`config.mk`:
```
export PLATFORM = sky130hd
export DESIGN_NAME = buzzer_tone_gen_flat
export DESIGN_NICKNAME = d
export VERILOG_FILES = /design/src/rtl/buzzer_pkg.sv /design/src/rtl/buzzer_tone_gen_if.sv /design/src/rtl/buzzer_tone_gen.sv /design/src/flat_wrapper.sv
export SDC_FILE = /design/constraint.sdc
export NUM_CORES = 1
export LEC_CHECK = 0
export ABC_AREA = 1
export BUFFER_PORTS_ARGS = -buffer_cell sky130_fd_sc_hd__buf_2
export CORE_MARGIN = 5
export CORE_UTILIZATION = 40
export DETAILED_ROUTE_END_ITERATION = 7
export SYNTH_ARGS = -nofsm -noshare
export SYNTH_HDL_FRONTEND = slang
export SYNTH_SLANG_ARGS = --single-unit
export TNS_END_PERCENT = 1
```
`constraint.sdc`:
```
create_clock -name clk_i -period 2.4 [get_ports clk_i]
set_input_delay 0.24 -clock clk_i [delete_from_list [all_inputs] [get_ports clk_i]]
set_output_delay 0.24 -clock clk_i [all_outputs]
set_load 0.1 [all_outputs]
```
`src/rtl/buzzer_pkg.sv`:
```
`default_nettype none
// +--------------------------------------------------------------------+
// | buzzer_pkg : constants and types shared by the buzzer blocks        |
// | Rev 1.0                                                             |
// +--------------------------------------------------------------------+
package buzzer_pkg;

  localparam int CMP_W   = 22;
  localparam int CMP_MIN = 2500;
  localparam int CMP_RST = 250000;
  localparam int CLK_HZ  = 50_000_000;

  typedef logic [CMP_W-1:0] cmp_t;

  typedef enum logic [1:0] {
    IDLE  = 2'd0,
    RUN   = 2'd1,
    DRAIN = 2'd2
  } tone_state_e;

endpackage : buzzer_pkg
`default_nettype wire

```
`src/rtl/buzzer_tone_gen_if.sv`:
```
`default_nettype none
// +--------------------------------------------------------------------+
// | buzzer_tone_gen_if : request/output bundle of the tone generator    |
// | Rev 1.0                                                             |
// +--------------------------------------------------------------------+
interface buzzer_tone_gen_if #(
  parameter int CMP_W = buzzer_pkg::CMP_W
);

  logic             en_i;
  logic [CMP_W-1:0] cmp_freq_i;
  logic             buzzer_o;
  logic             busy_o;
  logic             period_tick_o;

  modport master (
    output en_i,
    output cmp_freq_i,
    input  buzzer_o,
    input  busy_o,
    input  period_tick_o
  );

  modport slave (
    input  en_i,
    input  cmp_freq_i,
    output buzzer_o,
    output busy_o,
    output period_tick_o
  );

endinterface : buzzer_tone_gen_if
`default_nettype wire

```
`src/rtl/buzzer_tone_gen.sv`:
```
`default_nettype none
// +--------------------------------------------------------------------+
// | buzzer_tone_gen : glitch-free square-wave tone, f = clk / (2*cmp)   |
// | Rev 1.0                                                             |
// +--------------------------------------------------------------------+
module buzzer_tone_gen #(
  parameter int CMP_W   = buzzer_pkg::CMP_W,
  parameter int CMP_MIN = buzzer_pkg::CMP_MIN,
  parameter int CMP_RST = buzzer_pkg::CMP_RST
) (
  input  wire logic        clk_i,
  input  wire logic        rst_n_i,
  buzzer_tone_gen_if.slave bus
);

  import buzzer_pkg::*;

  localparam logic [CMP_W-1:0] c_cmp_min = CMP_W'(CMP_MIN);
  localparam logic [CMP_W-1:0] c_cmp_rst = CMP_W'(CMP_RST);
  localparam logic [CMP_W-1:0] c_one     = CMP_W'(1);

  tone_state_e      r_state;
  logic [CMP_W-1:0] r_cnt;
  logic [CMP_W-1:0] r_cmp_act;
  logic             r_buzzer;
  logic             r_busy;
  logic             r_tick;

  logic [CMP_W-1:0] w_cmp_eff;
  logic             w_terminal;

  assign w_cmp_eff  = (bus.cmp_freq_i < c_cmp_min) ? c_cmp_min : bus.cmp_freq_i;
  assign w_terminal = (r_cnt == (r_cmp_act - c_one));

  always_ff @(posedge clk_i or negedge rst_n_i) begin
    if (!rst_n_i) begin
      r_state   <= IDLE;
      r_cnt     <= '0;
      r_cmp_act <= c_cmp_rst;
      r_buzzer  <= 1'b0;
      r_busy    <= 1'b0;
      r_tick    <= 1'b0;
    end else begin
      r_tick <= 1'b0;
      case (r_state)
        IDLE: begin
          r_cnt    <= '0;
          r_buzzer <= 1'b0;
          if (bus.en_i) begin
            r_cmp_act <= w_cmp_eff;
            r_buzzer  <= 1'b1;
            r_tick    <= 1'b1;
            r_busy    <= 1'b1;
            r_state   <= RUN;
          end
        end

        RUN: begin
          // A stop in the low phase wins over the terminal count so no runt high pulse starts.
          if (!bus.en_i && !r_buzzer) begin
            r_cnt   <= '0;
            r_busy  <= 1'b0;
            r_state <= IDLE;
          end else if (w_terminal) begin
            r_cnt    <= '0;
            r_buzzer <= ~r_buzzer;
            if (!r_buzzer) begin
              r_cmp_act <= w_cmp_eff;
              r_tick    <= 1'b1;
            end else if (!bus.en_i) begin
              r_busy  <= 1'b0;
              r_state <= IDLE;
            end
          end else begin
            r_cnt <= r_cnt + c_one;
            if (!bus.en_i) begin
              r_state <= DRAIN;
            end
          end
        end

        DRAIN: begin
          if (w_terminal) begin
            r_cnt    <= '0;
            r_buzzer <= 1'b0;
            r_busy   <= 1'b0;
            r_state  <= IDLE;
          end else begin
            r_cnt <= r_cnt + c_one;
          end
        end

        default: begin
          r_cnt    <= '0;
          r_buzzer <= 1'b0;
          r_busy   <= 1'b0;
          r_state  <= IDLE;
        end
      endcase
    end
  end

  assign bus.buzzer_o      = r_buzzer;
  assign bus.busy_o        = r_busy;
  assign bus.period_tick_o = r_tick;

endmodule : buzzer_tone_gen
`default_nettype wire

```
`src/flat_wrapper.sv`:
```
// flat-port wrapper written by rule: the top's interface ports become plain ports
module buzzer_tone_gen_flat import buzzer_pkg::*;
#(
  parameter int CMP_W   = buzzer_pkg::CMP_W,
  parameter int CMP_MIN = buzzer_pkg::CMP_MIN,
  parameter int CMP_RST = buzzer_pkg::CMP_RST
)
  (clk_i, rst_n_i, bus_en_i, bus_cmp_freq_i, bus_buzzer_o, bus_busy_o, bus_period_tick_o);
  buzzer_tone_gen_if #(.CMP_W(CMP_W)) bus_i ();
  input  wire logic clk_i;
  input  wire logic rst_n_i;
  input wire logic [$bits(bus_i.en_i)-1:0] bus_en_i;
  input wire logic [$bits(bus_i.cmp_freq_i)-1:0] bus_cmp_freq_i;
  output wire logic [$bits(bus_i.buzzer_o)-1:0] bus_buzzer_o;
  output wire logic [$bits(bus_i.busy_o)-1:0] bus_busy_o;
  output wire logic [$bits(bus_i.period_tick_o)-1:0] bus_period_tick_o;
  assign bus_i.en_i = bus_en_i;
  assign bus_i.cmp_freq_i = bus_cmp_freq_i;
  assign bus_buzzer_o = bus_i.buzzer_o;
  assign bus_busy_o = bus_i.busy_o;
  assign bus_period_tick_o = bus_i.period_tick_o;
  buzzer_tone_gen #(.CMP_W(CMP_W), .CMP_MIN(CMP_MIN), .CMP_RST(CMP_RST)) u_core (.clk_i(clk_i), .rst_n_i(rst_n_i), .bus(bus_i));
endmodule
```
Yosys cells after proc, flatten, opt, wreduce, memory -nomap -nowiden --
Index checks and enable logic that the tools add are counted.
Operators by class: add/sub/neg operators 2, $lt $le $gt $ge 1, equality and inequality tests 14, mux-type cells 32, bitwise logic cells 1, reduce and logical (&&, ||, !) cells 9
Operators by type and width (count):
- $mux W22 | 7
- $pmux W22 S2 | 2
- $add A22 B1 Y22 const B | 1
- $eq A22 B22 Y1 | 1
- $lt A22 B12 Y1 const B | 1
- $sub A22 B1 Y22 const B | 1
- $reduce_and A5 Y1 | 3
- $mux W2 | 7
- $mux W1 | 12
- $ne A2 B2 Y1 const B | 3
- $ne A3 B1 Y1 const B | 2
- $pmux W1 S3 | 2
- $pmux W2 S3 | 1
- $ne A2 B1 Y1 const B | 2
- $ne A4 B2 Y1 const B | 1
- $ne A4 B3 Y1 const B | 1
- $ne A4 B4 Y1 const B | 1
- $ne A3 B2 Y1 const B | 1
- $reduce_and A3 Y1 | 1
- $eq A2 B1 Y1 const B | 1
- $eq A2 B2 Y1 const B | 1
- $logic_not A1 Y1 | 2
- $logic_not A2 Y1 | 1
- $pmux W1 S2 | 1
- other kinds (3) | 3
Word-level totals: bits in registers 49, input port bits 25, output and inout port bits 3, logic and storage cells 65

Longest topological paths before layout --
Gate-level depths: netlist (run 1).
depth in word-level cells 6, gate-level depth with buffers 19, mapped depth without buffers 18

Least setup slack after synthesis (run 1) --
OpenSTA, ideal clock, no wires.
path type reg-to-reg, start register u_core.r_cmp_act[0], end register u_core.r_cmp_act[3], setup time 0.117 ns, arrival time 1.935 ns, setup slack 0.349 ns, cell stages (with the launch flop) 18, period minus slack after synthesis 2.051 ns, cells stage by stage dfrtp_1 > inv_2 > ha_1 > nand2_2 > nor2_4 > buf_6 > nand4_1 > nand2_1 > inv_2 > nor2_1 > nand2_1 > nor2_2 > nand3_2 > nand2_4 > nand2_4 > buf_6 > nand2_1 > nand2_1
Between the ends: word-level cells in the longest chain between the ends 4
RTL lines:
- from (decl) | line buzzer_tone_gen.sv:24 | logic [CMP_W-1:0] r_cmp_act;
- from (signal assigned) | line buzzer_tone_gen.sv:39 | r_cmp_act <= c_cmp_rst;
- from (signal assigned) | line buzzer_tone_gen.sv:50 | r_cmp_act <= w_cmp_eff;
- from (signal assigned) | line buzzer_tone_gen.sv:68 | r_cmp_act <= w_cmp_eff;
- $sub A22 B1 Y22 | line buzzer_tone_gen.sv:33 | assign w_terminal = (r_cnt == (r_cmp_act - c_one));
- $eq A22 B22 Y1 | line buzzer_tone_gen.sv:33
- $ne A2 B1 Y1 (no line)
- $reduce_and A5 Y1 (no line)
No other way between the ends. A chain may end at the register's enable or synchronous reset.

Worst setup path in the final report (run 1) --
start register u_core.r_cmp_act[1], end register u_core.r_cmp_act[21]
The elaborated chain is that of the path after synthesis.

==> flow_summary.toml, run 1 <==
[clock_tree]
cts_root_buf = "clkbuf_8"
clockBufferDepth = 2
cts_tree = "done"
cts_buffers = 5
clock_sinks = 49
h-tree-depth = 2
clk_pin_slew_ps = 100
clk_latency_ps = 320

[pwr]
power_density_nw_per_um2 = 1130
cellLeakagePower_nw = 2.26
ir_worst_vdd_mv = 0.608

[global_route]
grt_max_degree = 31
grt_pass1_vias = 3382
grt_usage_pct = 16.7
antenna_found_initial = 0
grt_pass1_wl_mm = 15.5
grt-ovfl-total = 0

[floorplanning]
initial_core_util_pct = 40.7
dieArea_um2 = 11300
core_um2 = 9150
die_w_um = 107
io_pins = 28
die_h_um = 107
rows = 35

[route]
vias = 3737
route.detailed.drc = 0
viasPerCell = 5.06
drt_iter0_drc = 176
drtAntennaViolNets = 0
drt-pass1-iter-count = 5
dr_wl_met2_mm = 4.35
wl_met1_mm = 4.68
dr.max_layer_used = "met4"
wl_per_cell_um = 13.0
routed_wl_mm = 9.61
wl_met3_um = 436

[final_layout]
multi_input_area_um2 = 2330
area_delta_synth_final_pct = 18.4
diodes = 0
finalCoreUtilization_pct = 48.2
drive_above_1_share_pct = 20.2
layout.cells.non_filler = 739
postLayoutCellArea_um2 = 4410
fillers = 912
regArea_um2 = 1240
nets = 657

[worst_hold_path]
hold_class = "input pin to flip-flop"
hold_start = "bus_cmp_freq_i[16]"

[run]
cap_violations = 0

[timing]
setup_slack_ps = 77.6
maxSlewHeadroom_pct = 55.4
fin_crit_ps = 2320
max_freq_ghz = 0.431
rsz0062_at_grt = "yes"
finalCritPeriodShare_pct = 96.8
tightest_slew_ps = 669
finClkSkew_ps = 11.5
hold_viol = 0
finalSetupViolCount = 0
maxSlewViolCount = 0

[place]
dp_slack_ps = -12.4
placedCellCount = 723
placed_area_um2 = 4050
dp_hpwl_mm = 7.40
io_buffers = 27
place.gp.congestion = 0.921

[yosys]
syn_area_um2 = 3720
ys_warn_count = 0
yosysSeqAreaShare_pct = 33.2
synth_top_area_cell = "dfrtp_1"
ys_ff_latch = 49
synth_top_flop_cell = "dfrtp_1"
synth_cell_types = 35
synth_top_area_share_pct = 28.2
syn_avg_cell_area_um2 = 6.43
synth_common_cells = "nand2_1 (195), nor2_1 (79), inv_1 (71), nand3_1 (60), dfrtp_1 (42)"
yosysMostFrequentCell = "nand2_1"
async_reset_ff_share_pct = 100
synth_edf_count = 0
syn_nets = 609
synthCells = 579
synth.area.top_cells = "dfrtp_1 (28%), nand2_1 (20%), nand3_1 (8.1%)"

[status]
status = "complete, no violations"

[critical_path]
startpoint = "u_core.r_cmp_act[1]"
worst_setup_path_end_kind = "flip-flop"
crit_type = "flip-flop to flip-flop"
critical_path_required_ps = 2660
r2r-start = "u_core.r_cmp_act[1]"
cp_data_arrival_time_ps = 2580
cp-start-kind = "flip-flop"
cp_max_fo = 8
[layout make-up]
type | count | share of cell area [%]
repair buffers | 46 | 7.37
inverters | 79 | 6.72
clock inverters | 3 | 0.397
multi-input cells | 446 | 52.8
clock buffers | 5 | 1.56
flip-flops and latches | 49 | 28.0
well taps | 111 | 3.15
[report_power, final]
part           leakage, nW  internal (mW)  switching, mW
Combinational         1.59           1.07           1.99
Sequential           0.627           1.11          0.314
Clock               0.0439          0.202          0.305
Total                 2.26           2.37           2.61
[stage by stage]
stage | hold WS [ps] | setup TNS (ps) | power, mW
floorplan | -55.6 | 0 | 3.38
global placement | 315 | -121 | 3.97
detailed placement | 322 | -92.0 | 4.00
CTS | 144 | 0 | 4.51
global route | 134 | -955 | 5.42
finish | 139 | 0 | 4.98
[repair_timing]
item / in CTS / in global routing
hold endpoints to repair: 23 / 0
cloned: 0 / 4
setup endpoints to repair: 18 / 45
hold buffers: 1 / 0
buffers inserted: 0 / 3
gates resized for setup: 1 / 48
pin swaps: 0 / 30
[worst max-delay path: stages (launching register included)]
cell and delay [ps]:
dfrtp_1 430, inv_2 60, ha_4 270, inv_1 30, nand2_1 50, nand2_1 60, nor2_2 140, nand3_2 110
nor2_4 140, inv_2 40, nor2_2 90, nand3_2 90, nor2_4 160, nand3_4 120, nand2_8 170, buf_6 150
nand3_1 80, nand2_1 80
[per-layer routing]
metal,global-route usage (%),up-vias
li1,-,1916
met2,27.0,100
met5,0,-
met4,4.29,0
met1,23.4,1708
met3,2.49,13
[final timing paths]
| check | endpoint | slack [ps] | cells past startpoint |
|---|---|---|---|
| worst max-delay path | u_core.r_cmp_act[21] | 80 | 17 |
| worst min-delay path | u_core.r_cmp_act[16] | 140 | 3 |
| worst max register to register | u_core.r_cmp_act[21] | 80 | 17 |
| worst min register to register | u_core.bus.busy_o | 480 | 2 |
| max in group asynchronous | u_core.r_cmp_act[4] | 1200 | 3 |
| min in group asynchronous | u_core.r_cnt[19] | 490 | 2 |
[flip-flops by register name (all words and copies together) (netlist names)]
signal                    cells
u_core.bus.busy_o             1
u_core.bus.period_tick_o      1
u_core.r_state                2
u_core.bus.buzzer_o           1
u_core.r_cmp_act             22
u_core.r_cnt                 22
[kinds of logic after synthesis]
group,Yosys count,synth area share (%)
XOR/XNOR,20,4.70
AND/OR/NAND/NOR,397,47.7
AO/OA/AOI/OAI,21,3.12
buffers and inverters,87,9.67
flip-flops,49,33.2
adder cells (fa/ha/maj),5,1.68
[layout by cell type (no fill, tap or decap), types with 11 or more instances in the layout]
cell type  count
inv_1         67
inv_2         11
nor2_1        65
nand2_1      191
xor2_1        14
nand4_1       14
nand3_1       54
dfrtp_1       41
buf_4         13
nor2_2        18
buf_2         27
No activity file was read; power rests on OpenSTA's default activity.
==> run 2: changes to the inputs <==
Settings changed: ABC_AREA 1 to not set.
==> flow_summary.toml, run 2 <==
[status]
status = "complete, but fails checks"
violations = "setup timing"

[timing]
maxSlewViolCount = 0
holdWs_ps = 30.1
max_freq_ghz = 0.368
maxSlewHeadroom_pct = 57.7
finalCritPeriodShare_pct = 113
tns_ps = -13230
setup_slack_ps = -315
rsz0062_at_grt = "yes"
finalSetupViolCount = 49
hold_viol = 0
fin_crit_ps = 2710
finClkSkew_ps = 8.99
tightest_slew_ps = 635

[final_layout]
nets = 449
final_common_cell = "buf_4"
postLayoutCellArea_um2 = 4150
area_delta_synth_final_pct = 28.0
finalCoreUtilization_pct = 53.2
drive_above_1_share_pct = 35.5
diodes = 0
final_cell_mix = "buf_4 (52), nor2_1 (43), dfrtp_1 (40)"
reg_top3 = "u_core.r_cmp_act: 22 flops, u_core.r_cnt: 22 flops, u_core.r_state: 2 flops"
layout.cells.non_filler = 522

[route]
drt-pass1-iter-count = 4
wl_per_cell_um = 15.0
routed_wl_mm = 7.81
route.detailed.drc = 0
drtAntennaViolNets = 0
vias = 2700
drt_iter0_drc = 105
viasPerCell = 5.17

[pwr]
clock_power_share_pct = 11.4
power_frac_seq_pct = 31.3
p_int_mw = 2.58
swShare_pct = 40.6
p_comb_share_pct = 57.3
ir_worst_vdd_mv = 0.543
fin_total_pwr_mw = 4.35
cellLeakagePower_nw = 1.90
p_switching_mw = 1.77
power_density_nw_per_um2 = 1050

[clock_tree]
h-tree-depth = 2
clk_latency_ps = 310
clk_pin_slew_ps = 100
clock_sinks = 49
cts_buffers = 5
clockBufferDepth = 2
cts_tree = "done"
cts_root_buf = "clkbuf_8"

[yosys]
synth_edf_count = 0
synth_common_cells = "nor2_1 (44), dfrtp_1 (42), xor2_1 (26), xnor2_1 (21), nand2_1 (18)"
synth_top_area_cell = "dfrtp_1"
synth.area.top_cells = "dfrtp_1 (32%), xor2_1 (7.0%), mux2_4 (6.0%)"
syn_nets = 371
yosysMostFrequentCell = "nor2_1"
syn_avg_cell_area_um2 = 9.51
synth_cell_types = 58
synth_top_flop_cell = "dfrtp_1"
ys_ff_latch = 49
synthCells = 341
syn_area_um2 = 3240
async_reset_ff_share_pct = 100
yosysSeqAreaShare_pct = 38.1
synth_top_area_share_pct = 32.4
ys_warn_count = 0

[critical_path]
cp_max_fo = 11
crit_type = "flip-flop to flip-flop"
cp_data_arrival_time_ps = 2920
reg2reg_slack_ps = -310
cp-start-kind = "flip-flop"
critical_path_required_ps = 2610
rr_endpoint = "u_core.r_cnt[11]"
rr_worst_depth = 13
r2r-start = "u_core.r_cmp_act[1]"
startpoint = "u_core.r_cmp_act[1]"
worst_setup_path_end_kind = "flip-flop"

[worst_hold_path]
hold_class = "input pin to async pin"

[place]
place.gp.congestion = 0.860
dp_hpwl_mm = 5.78
dp_slack_ps = -459
placedCellCount = 508
io_buffers = 27
placed_area_um2 = 3920

[global_route]
antenna_found_initial = 0
grt-ovfl-total = 0
grt_usage_pct = 16.7
grt_max_degree = 50
grt_pass1_vias = 2797
grt_pass1_wl_mm = 13.6

[floorplanning]
die_h_um = 100
rows = 32
die_w_um = 100
initial_core_util_pct = 41.5
dieArea_um2 = 10000
core_um2 = 7810
io_pins = 28

[run]
cap_violations = 0
run 2: cell types whose count changed in the layout (fill, tap and decap cells not counted), moves of 9 or more:
cell,change
mux2i_1,+11
nand3_1,-40
nor2_2,-17
xor2_1,+12
nor2_1,-22
inv_2,-9
buf_4,+39
inv_1,-53
xnor2_1,+14
mux2_4,+13
nand2_1,-173
run 2: worst max path at each step:
| stage | cells after the start | slack [ps] | endpoint |
|---|---|---|---|
| 6_report | 13 | -310 | u_core.r_cnt[11] |
| 5_1_grt | 13 | -510 | u_core.r_cnt[19] |
| 4_1_cts | 13 | -340 | u_core.r_cnt[21] |
| 3_5_place_dp | 10 | -460 | u_core.r_cmp_act[5] |
| 3_3_place_gp | 10 | -390 | u_core.r_cmp_act[1] |
| 2_1_floorplan | 10 | -250 | u_core.r_cmp_act[11] |
run 2: what timing repair did:
item                       in CTS  in global routing
pin swaps                      10                  2
hold buffers                    0                  0
cloned                          1                  0
buffers inserted                5                  0
setup endpoints to repair      49                 49
resized for setup              22                  2
run 2: cell families after synthesis:
| group | after synthesis | synth area share (%) |
|---|---|---|
| and+or+nand+nor | 146 | 24.7 |
| DFF | 49 | 38.1 |
| xor gates and xnor gates | 47 | 12.7 |
| AOI/OAI and AO/OA | 35 | 7.60 |
| buffers and inverters | 31 | 4.17 |
| muxes | 28 | 10.8 |
| adders and majority gates | 5 | 1.93 |
run 2: critical path, cell delays in order (launching register included):
cell and delay (ps):
dfrtp_1 410, inv_2 90, ha_4 170, nand4bb_1 120
a221oi_2 270, o211ai_1 150, or4b_4 510, nor4_4 180
buf_4 180, nand2_4 60, o211ai_1 80, buf_4 190
buf_12 140, nor2_1 50
run 2: per-layer routing:
metal	global-route usage, %	vias up	routed length, um
met2	28.6	36	3900
met5	0	-	0
met3	3.20	11	261
li1	-	1344	-
met4	4.46	0	135
met1	21.6	1309	3510
run 2: power by group through the flow:
stage                     combinational (mW)  clock, mW  sequential, mW
after CTS                               2.48      0.516            1.37
after floorplan                         1.32          0            1.53
after global routing                    2.71      0.549            1.40
final                                   2.49      0.496            1.36
after detailed placement                2.30          0            1.37
after global placement                  2.24          0            1.37
run 2: cell type report:
class	count	area, um^2
Clock buffer	5	68.8
Clock inverter	3	17.5
Fill cell	712	3660
Inverter	16	60.1
Multi-Input combinational cell	261	1990
Sequential cell	49	1240
Tap cell	102	128
Timing Repair Buffer	86	651
==> run 3: changes to the inputs <==
Settings changed: CORE_ASPECT_RATIO set to 0.7, CTS_BUF_LIST set to sky130_fd_sc_hd__clkbuf_4 sky130_fd_sc_hd__clkbuf_8.
==> flow_summary.toml, run 3 (synthesis gave the netlist of run 2 again) <==
[status]
status = "complete, but fails checks"
violations = "setup timing"

[critical_path]
crit_type = "flip-flop to flip-flop"
cp_data_arrival_time_ps = 2970
endpoint = "u_core.r_cnt[7]"
worst-path-buf-inv = 3
cp_max_fo = 6
worst_setup_path_end_kind = "flip-flop"
cp_slowest_cell = "or4b_4"
r2r-start = "u_core.r_cmp_act[1]"
path_delay_family = "simple AND/OR/NAND/NOR gates"
reg2reg_slack_ps = -370
critPathMostFrequentCell = "o211ai_1"
critical_path_required_ps = 2600
startpoint = "u_core.r_cmp_act[1]"
rr_endpoint = "u_core.r_cnt[7]"
path_cells = "inv_1, ha_4, nand4bb_1, a221oi_1, o211ai_1, or4b_4, nor4_4, buf_4, nand2_2, o211ai_1, buf_2, nor2_1"
cp-start-kind = "flip-flop"
rr_worst_depth = 12
cpPeakStageDelay_ps = 540
path_depth = 12

[route]
wl_per_cell_um = 14.5
drt_iter0_drc = 126
route.detailed.drc = 0
drtAntennaViolNets = 0
drt-pass1-iter-count = 4
routed_wl_mm = 7.66
viasPerCell = 5.13
vias = 2704

[floorplanning]
dieArea_um2 = 10000
rows = 27
die_w_um = 118
core_um2 = 7870
initial_core_util_pct = 41.2
die_h_um = 85.3
io_pins = 28

[global_route]
use_met2_pct = 24.0
grt-ovfl-total = 0
grt_use_met1_pct = 23.9
grt_usage_pct = 15.9
grt_busiest_layer = "met2"
antenna_found_initial = 0
use_met3_pct = 2.60
grt_max_degree = 28
grt_pass1_wl_mm = 13.1
grt_pass1_vias = 2610

[pwr]
ir_worst_vdd_mv = 0.592
power_density_nw_per_um2 = 1030
cellLeakagePower_nw = 1.90

[clock_tree]
clk_pin_slew_ps = 90
h-tree-depth = 2
clk_latency_ps = 310
clockBufferDepth = 2
cts_root_buf = "clkbuf_8"
cts_buffers = 5
clock_sinks = 49
cts_tree = "done"

[place]
dp_slack_ps = -384
placedCellCount = 515
place.gp.congestion = 0.831
io_buffers = 27
dp_hpwl_mm = 6.00

[timing]
maxSlewHeadroom_pct = 62.6
finClkSkew_ps = 6.30
maxSlewViolCount = 0
finalCritPeriodShare_pct = 115
fin_crit_ps = 2770
max_freq_ghz = 0.361
hold_viol = 0
rsz0062_at_grt = "yes"
finalSetupViolCount = 49
tightest_slew_ps = 561
holdWs_ps = 162
setup_slack_ps = -367

[run]
cap_violations = 0

[final_layout]
diodes = 0
final_cell_mix = "buf_4 (60), nor2_1 (44), dfrtp_1 (42)"
area_delta_synth_final_pct = 27.6
drive_above_1_share_pct = 34.3
regArea_um2 = 1230
fillers = 713
final_common_cell = "buf_4"
nets = 455
layout.cells.non_filler = 527
multi_input_area_um2 = 1970
reg_top3 = "u_core.r_cmp_act: 22 flops, u_core.r_cnt: 22 flops, u_core.r_state: 2 flops"

[worst_hold_path]
hold_start = "bus_cmp_freq_i[0]"
hold_class = "input pin to flip-flop"
## run 3: cell types whose count changed in the layout (fill, tap and decap cells not counted), sizes merged
cell / before / now
buf: 86 / 91
clkbuf: 5 / 8
clkinv: 2 / 0
clkinvlp: 1 / 0
dlygate4sd3: 0 / 1
## run 3: timing repair
item | 4_1_cts | 5_1_grt
setup endpoints to repair | 49 | 49
hold buffers | 1 | 0
hold endpoints to repair | 21 | 0
gates cloned | 0 | 1
resized for setup | 9 | 4
buffers inserted | 0 | 2
pin swaps | 2 | 3
## run 3: worst min path at each step
stage                           end  cells past startpoint
2_1_floorplan     u_core.bus.busy_o                      0
3_3_place_gp    u_core.r_cmp_act[5]                      1
3_5_place_dp    u_core.r_cmp_act[5]                      1
4_1_cts         u_core.r_cmp_act[0]                      3
5_1_grt        u_core.r_cmp_act[17]                      2
6_report        u_core.r_cmp_act[0]                      3
## run 3: final cells by class
class | count | area share [%]
multi-input cells | 261 | 47.6
repair buffers | 92 | 15.8
inverters | 16 | 1.45
flip-flops and latches | 49 | 29.8
well taps | 101 | 3.05
clock buffers | 8 | 2.21
## run 3: per-layer routing
layer / share of wire, % / wire length [um]
met5: 0 / 0
met4: 0.72 / 55
met3: 4.6 / 351
met2: 43 / 3270
met1: 52 / 3980
## run 3: tightest hold or removal path: stages
cell and delay [ps]:
buf_2 90, nand2_1 40, mux2i_1 50
## run 3: where the power goes
part | internal [mW] | total [mW] | switching [mW]
clock | 0.242 | 0.514 | 0.273
combinational | 1.23 | 2.41 | 1.18
sequential | 1.11 | 1.35 | 0.240
total | 2.58 | 4.27 | 1.69
## run 3: through the flow
step / TNS [ps] / instance area, um^2 / utilization, % / power (mW)
finish: -15240 / 4140 / 52.6 / 4.27
global route: -22960 / 4140 / 52.6 / 4.58
CTS: -15850 / 4100 / 52.1 / 4.27
floorplan: -9110 / 3290 / - / 2.84
global placement: -14270 / 3960 / 50.3 / 3.65
detailed placement: -16400 / 3960 / 50.3 / 3.70
